[src/rtl/dut_vector_sequencer.sv]
// Batch stimulus/result sequencer for the 20-in/10-out bit datapath.
// Steps stored vectors onto dp_in and captures dp_out[5:0] per vector.
//
// Ports:
//   clk, rst          rising-edge clock, sync active-high reset
//   load_valid/addr/  stimulus memory write (accepted in IDLE only)
//   load_data
//   start, count      launch a run of count (1..DEPTH) vectors
//   busy, done, err   status; done/err are one-cycle pulses
//   dp_in, dp_out     registered vector out, combinational response in
//   rd_addr, rd_data  registered result readback (always active)
module dut_vector_sequencer #(
  parameter int DEPTH = 16,
  parameter int AW    = 4
) (
  input  logic          clk,
  input  logic          rst,
  input  logic          load_valid,
  input  logic [AW-1:0] load_addr,
  input  logic [19:0]   load_data,
  input  logic          start,
  input  logic [AW:0]   count,
  output logic          busy,
  output logic          done,
  output logic          err,
  output logic [19:0]   dp_in,
  input  logic [9:0]    dp_out,
  input  logic [AW-1:0] rd_addr,
  output logic [9:0]    rd_data
);

  typedef enum logic [1:0] {
    S_IDLE,
    S_APPLY,
    S_CAPTURE,
    S_DONE
  } state_t;

  localparam logic [AW:0] LP_DEPTH = (AW+1)'(DEPTH);

  state_t        r_state;
  state_t        w_next;
  logic [19:0]   r_stim [DEPTH];
  logic [9:0]    r_res  [DEPTH];
  logic [AW-1:0] r_idx;
  logic [AW:0]   r_cnt;
  logic [19:0]   r_dp_in;
  logic [9:0]    r_rd_data;
  logic          r_err;

  logic w_idle;
  logic w_cap;
  logic w_cnt_ok;
  logic w_last;
  logic w_go;
  logic w_unused_dp;

  assign w_idle   = (r_state == S_IDLE);
  assign w_cap    = (r_state == S_CAPTURE);
  assign w_cnt_ok = (count != '0) && (count <= LP_DEPTH);
  assign w_go     = w_idle && start && w_cnt_ok;
  // idx+1 is compared at AW+1 bits so count=DEPTH ends without wrap
  assign w_last   = (({1'b0, r_idx} + (AW+1)'(1)) == r_cnt);

  // upper response bits are undriven by the datapath
  assign w_unused_dp = ^dp_out[9:6];

  always_comb begin
    w_next = r_state;
    unique case (r_state)
      S_IDLE:    if (w_go) w_next = S_APPLY;
      S_APPLY:   w_next = S_CAPTURE;
      S_CAPTURE: w_next = w_last ? S_DONE : S_APPLY;
      S_DONE:    w_next = S_IDLE;
      default:   w_next = S_IDLE;
    endcase
  end

  always_ff @(posedge clk) begin
    if (rst) r_state <= S_IDLE;
    else     r_state <= w_next;
  end

  always_ff @(posedge clk) begin
    if (rst) begin
      r_idx     <= '0;
      r_cnt     <= '0;
      r_dp_in   <= '0;
      r_rd_data <= '0;
      r_err     <= 1'b0;
    end else begin
      r_err     <= w_idle && start && !w_cnt_ok;
      r_rd_data <= r_res[rd_addr];
      if (w_go) begin
        r_cnt <= count;
        r_idx <= '0;
      end
      if (r_state == S_APPLY) r_dp_in <= r_stim[r_idx];
      if (w_cap && !w_last)   r_idx   <= r_idx + AW'(1);
    end
  end

  // memories are not reset; contents persist across runs
  always_ff @(posedge clk) begin
    if (!rst && w_idle && load_valid)
      r_stim[load_addr] <= load_data;
    if (!rst && w_cap)
      r_res[r_idx] <= {4'b0000, dp_out[5:0]};
  end

  assign busy    = !w_idle;
  assign done    = (r_state == S_DONE);
  assign err     = r_err;
  assign dp_in   = r_dp_in;
  assign rd_data = r_rd_data;

endmodule
[config.mk]
export PLATFORM = sky130hd
export DESIGN_NAME = dut_vector_sequencer
export DESIGN_NICKNAME = d
export VERILOG_FILES = /design/src/rtl/dut_vector_sequencer.sv
export SDC_FILE = /design/constraint.sdc
export NUM_CORES = 1
export LEC_CHECK = 0
export CORE_MARGIN = 2
export CORE_UTILIZATION = 45
export CTS_CLUSTER_SIZE = 40
export DETAILED_ROUTE_END_ITERATION = 8
export PLACE_DENSITY = 0.61
export RECOVER_POWER = 25
export SLEW_MARGIN = 20
export SYNTH_ARGS = -nofsm -noshare
export SYNTH_HDL_FRONTEND = slang
export SYNTH_SLANG_ARGS = --single-unit
[constraint.sdc]
create_clock -name clk -period 5.25 [get_ports clk]
set_clock_uncertainty 0.15 [all_clocks]
set_input_delay 1.05 -clock clk [delete_from_list [all_inputs] [get_ports clk]]
set_output_delay 1.05 -clock clk [all_outputs]
set_load 0.01 [all_outputs]
-- Word-level counts from Yosys, hierarchy flattened
Memory sizes are Yosys's and may differ from the RTL's. A register that Yosys moved wholly into a read port is not among the register bits.
Index checks and enable logic that the tools add are counted.
W data, S select, Z words.
- bits in read-only memories: 0
- output and inout port bits: 33
- memories kept: 2
- bits in writable memories: 416
- bits of input ports: 47
- bits in registers: 22
- latch bits: 0
- memory list (name ; words ; width ; read ports ; clocked after memory_dff ; write ports ; RTL line ; text):
    r_stim ; 16 ; 20 ; 1 ; 1 ; 1 ; 43 ; logic [19:0] r_stim [DEPTH];
    r_res ; 16 ; 6 ; 1 ; 1 ; 1 ; 44 ; logic [9:0] r_res [DEPTH];
- div/mod/pow operators: 0
- reductions and logical operators: 15
- equal/unequal tests: 5
- add/sub/neg operators: 2
- muxes and demuxes: 9
- bitwise logic cells: 0
- shift-type cells: 0
- magnitude comparators: 1
- $mul: 0
- operator list (kind ; count):
    $logic_and A1 B1 Y1 ; 8
    $mux W4 ; 2
    $pmux W2 S4 ; 1
    $add A4 B1 Y5 const B ; 1
    $eq A5 B5 Y1 ; 1
    $le A5 B5 Y1 const B ; 1
    $reduce_bool A5 Y1 ; 1
    $add A4 B1 Y4 const B ; 1
    $eq A2 B2 Y1 const B ; 2
    $logic_not A1 Y1 ; 4
    $mux W1 ; 4
    $mux W2 ; 2
    $eq A2 B1 Y1 const B ; 1
    $logic_not A2 Y1 ; 1
    $ne A2 B1 Y1 const B ; 1
    $reduce_bool A2 Y1 ; 1

-- Logic depth before layout (Yosys ltp)
- depth after elaboration: 5
- gate-level depth with buffers: 9
- gate-level depth less buffers: 7

-- Least setup slack after synthesis
No wires, ideal clock.
- kind: input port to flip-flop
- start point: input port rst
- end point: memory r_stim[0][0] (enable)
- required time: 4678 ps
- path slack: 1481 ps
- path buffers: 0
- cell stages on the path: 4
- data arrival time: 3196 ps
- cell sequence: nor3_1 nand2_1 or3_1 nor3_1
- cells in the longest elaborated chain, start to end: 5
- ends and longest elaborated chain (item ; RTL line ; text):
    start: declaration ; 17 ; input logic rst,
    $logic_not A1 Y1 ; 105 ; if (!rst && w_idle && load_valid)
    $logic_and A1 B1 Y1 (2 in series) ; 105 ;
    $mux W1 ; 105 ;
    $mux W1 (not written as such) ; 106 ; r_stim[load_addr] <= load_data;
    end: declaration ; 43 ;
No other way between the ends.

-- Final worst setup path
- start point: input port rst
- end point: memory r_stim[1][17] (enable)
Same word-level chain as after synthesis.

==> results.env <==
OUTCOME='finished, final reports clean'
GRT_OVERFLOW=0
WL_PER_CELL_UM=23.2
ENDPOINT_OF_THE_WORST_HOLD_TIMING_PATH='dp_in[12]'
HOLD_CLASS='flip-flop to flip-flop'
SETUP_REPAIR_AFTER_GLOBAL_ROUTING_MISSED_ITS_MARGIN='no'
SYNTHTOPCELLSBYCOUNT='sky130_fd_sc_hd__edfxtp_1 (416), sky130_fd_sc_hd__mux4_2 (106), sky130_fd_sc_hd__nand2_1 (52)'
CLKTRANSATPATHREGS_NS=0.06
PORTBUFFERS=71
INITIAL_CORE_UTIL_PCT=45.8
DIE_W_UM=200
STATIC-LEAKAGE-POWER_nW=6.49
CTS-ROOT-BUF='sky130_fd_sc_hd__clkbuf_16'
FIRST_PASS_ITERS=5
FINALINSTANCEAREA_SQ_UM=20300
CTS-HTREE-LEVELS=2
DRT-TOTAL-WL_MM=35.1
WORST_IR_DROP_VDD_mV=0.273
GRT_START_MAX_NET_PINS=50
R2R.WORST_PATH.CELLS=5
INSERTION_DELAY_NS=0.57
LAYOUT-AREA-OVERHEAD-VS-SYNTH_PCT=17.2
SYNTH-XOR-AREA-SHARE_PCT=0.304
LARGEST_FAMILY_OF_LOGIC_CELLS_BY_SYNTHESIZED_AREA='multiplexers'
ALL_LAYER_GLOBAL_ROUTING_USAGE_PCT=18.2
PLACEMENT_ROWS=71
YS_WARN_COUNT=0
DESIGN.PORTCOUNT=80
REMAINING_DRC_ERRORS=0
CTS-BUFFERS-INSERTED=48
DIEHEIGHT_UM=200
CTS_SETUP_BUFFERS=0
FINAL_LAYOUT_SIZE_SUFFIX_GT1_SHARE_PCT=22.4
CORE-AREA_SQ_UM=37800
CTS_RESIZED=0
SYNTH.LIB_CELLS_USED.DISTINCT=35
CLOCK-SINKS=454
SYNTH.MOST_COMMON_CELL='sky130_fd_sc_hd__edfxtp_1'
CAP_VIOLATIONS=0
REPORT.FINAL.HOLD_VIOL_COUNT=0
SYNTH_COMPOUND_AREA_SHARE_PCT=2.32
R2R_SETUP_SLACK_NS=2.34
WORST_HOLD_PATH.NUM_CELLS=2
ANT_NETS=0
SUM_OF_INTERNAL_SWITCHING_AND_LEAKAGE_POWER_W=0.00751
INITIAL_ANTENNA_VIOLATION_COUNT=3
FINAL_PERIOD_MINUS_WORST_SETUP_SLACK_NS=3.74
SYNTHMUXAREASHARE_PCT=15.9
CTS-ROOT-TO-SINK-BUFFERS=3
SYNTH.AREA.TOP_CELLS='sky130_fd_sc_hd__edfxtp_1 (72%), sky130_fd_sc_hd__mux4_2 (14%), sky130_fd_sc_hd__dfxtp_1 (4.4%)'
NUMBER_OF_ENABLE_FLIP_FLOP_CELLS_AFTER_SYNTHESIS=416
SLEW_HEADROOM_PCT=27.1
YS_ASYNC_SR_FRACTION_PCT=0
CRITICAL_PATH.REG2REG.ENDPOINT='r_stim[1][17]'
GLOBALPLACE.CONGESTION=0.721
DIEAREA_SQ_UM=40000
R2R-START='r_state[1]'
MAX_FANOUT_ON_CRITICAL_PATH=12
FINAL.SETUP.TNS_NS=0
PLACED_AREA_SQ_UM=18700
CRITPATHCAPTURETYPE='flip-flop'
YS_SEQ_AREA_SHARE_PCT=76.6
TRITONCTS='yes'
WORST-ENDPOINT-ARRIVAL_NS=3.84
NUM_VIAS=8278
YOSYSTOPAREACELLSHARE_PCT=72.2
GRT_PASS1_VIAS=8540
VIASPERCELL=5.48
HOLD_FIX_BUFFERS_CTS=0
SYNTH_FF_TYPE='sky130_fd_sc_hd__edfxtp_1'
PORTION_OF_THE_CLOCK_CYCLE_CONSUMED_BY_THE_WORST_PATH_IN_THE_FINAL_LAYOUT_PCT=71.2
POSTSYNTHREGISTERBITS=454
CRITICAL_PATH.STARTPOINT_TYPE='input pin'
SYNTH_AREA_SQ_UM=17300
FINAL_SETUP_VIO_COUNT=0
POWER_DENSITY_OF_THE_PLACED_CELLS_nW_PER_UM2=371
INSERTEDDIODECOUNT=0
WORST_HOLD_STARTPOINT='dp_in[12]'
POST_SYNTH.CELL_AREA_AVG_SQ_UM=20.3
SYNTH_SIMPLE_GATE_AREA_SHARE_PCT=3.18
TIGHTEST_SLEW_NS=1.09
GLOBAL_ROUTE_WIRE_LENGTH_BEFORE_REPAIR_MM=52.6
FIRST_ITER_VIOLATIONS=587
CELLS_AFTER_SYNTHESIS=852
DP_HPWL_MM=20.7
WORST-SETUP-PATH-TYPE='input pin to flip-flop'
SYNTH_ADDER_AREA_SHARE_PCT=0.289
REQUIRED_NS=5.35
PLACEMENT.SETUP.WORST_SLACK_NS=0.952
ACHIEVABLE-FREQUENCY_MHz=268
TIMING.FINAL.MAX_SLEW_VIOLATIONS=0
FIN_WS_NS=1.51
DESIGN.FINAL.NETS=1011
SYNTH_TOP_AREA_CELL='sky130_fd_sc_hd__edfxtp_1'
==> power by group <==
group          total [W]  internal (W)  switching [W]
combinational   0.000271      0.000123       0.000148
clock            0.00325       0.00190        0.00134
sequential       0.00399       0.00398      0.0000179
total            0.00751       0.00600        0.00151
==> worst max-delay path: stages <==
cell,delay [ns]
sky130_fd_sc_hd__clkdlybuf4s50_1,0.65
sky130_fd_sc_hd__nor3_1,0.74
sky130_fd_sc_hd__nand2_1,0.15
sky130_fd_sc_hd__or3_1,0.44
sky130_fd_sc_hd__nor2_2,0.47
sky130_fd_sc_hd__buf_4,0.33
==> per-layer routing <==
| layer | GRT usage, % | up-vias | share of wire [%] |
|---|---|---|---|
| li1 | - | 3679 | - |
| met1 | 24.1 | 4346 | 42 |
| met2 | 31.2 | 195 | 51 |
| met3 | 3.33 | 54 | 4.9 |
| met4 | 5.10 | 4 | 2.2 |
| met5 | 0 | - | 0.063 |
==> sequential cells by signal, summed over array words and instances (netlist names) <==
name     count
r_res       96
r_cnt        5
rd_data      6
r_state      2
dp_in       20
r_stim     320
r_idx        4
err          1
==> how the worst max path moves through the flow <==
stage,startpoint,to,slack [ns]
2_1_floorplan,rst,r_stim[0][0],1.48
5_1_grt,rst,r_stim[1][17],1.38
6_report,rst,r_stim[1][17],1.51
4_1_cts,rst,r_stim[1][17],1.55
3_3_place_gp,rst,r_stim[1][17],0.98
3_5_place_dp,rst,r_stim[1][17],0.95
==> cell type report <==
| cell class | instances | area [sq um] |
|---|---|---|
| fill | 2940 | 17500 |
| multi-input combinational | 351 | 3870 |
| inverter | 6 | 22.5 |
| tap | 511 | 639 |
| timing repair buffer | 99 | 946 |
| clock inverter | 22 | 215 |
| clock buffer | 67 | 1310 |
| sequential | 454 | 13300 |
==> cell usage in the layout (no fill, tap or decap), types with 13 or more instances in the layout <==
master and n:
sky130_fd_sc_hd__clkdlybuf4s50_1 55, sky130_fd_sc_hd__mux2i_1 25, sky130_fd_sc_hd__nor2_2 13, sky130_fd_sc_hd__nand2_1 52
sky130_fd_sc_hd__edfxtp_1 416, sky130_fd_sc_hd__clkbuf_1 15, sky130_fd_sc_hd__mux4_2 106, sky130_fd_sc_hd__clkbuf_16 48
sky130_fd_sc_hd__a21oi_1 44, sky130_fd_sc_hd__nor2_1 25, sky130_fd_sc_hd__dfxtp_1 36, sky130_fd_sc_hd__buf_4 26
sky130_fd_sc_hd__dlygate4sd3_1 16, sky130_fd_sc_hd__o21ai_0 24
==> per-stage QoR <==
stage / instances / utilization (%) / hold slack (ns)
2_1_floorplan: 855 / - / 0.334
4_1_cts: 1510 / 53.7 / 0.331
5_1_grt: 1510 / 53.7 / 0.352
3_3_place_gp: 1421 / 49.6 / 0.305
3_5_place_dp: 1421 / 49.6 / 0.312
6_report: 1510 / 53.7 / 0.327
==> cells by family (layout without fill, tap and decap cells) <==
logic type,count (synthesis),after routing
adders and majority gates,4,4
buffers and inverters,50,194
muxes,135,135
DFF,454,454
xor gates and xnor gates,6,6
and+or+nand+nor,126,126
other,1,4
AOI/OAI and AO/OA,76,76
Power figures use the tool's default switching activity.
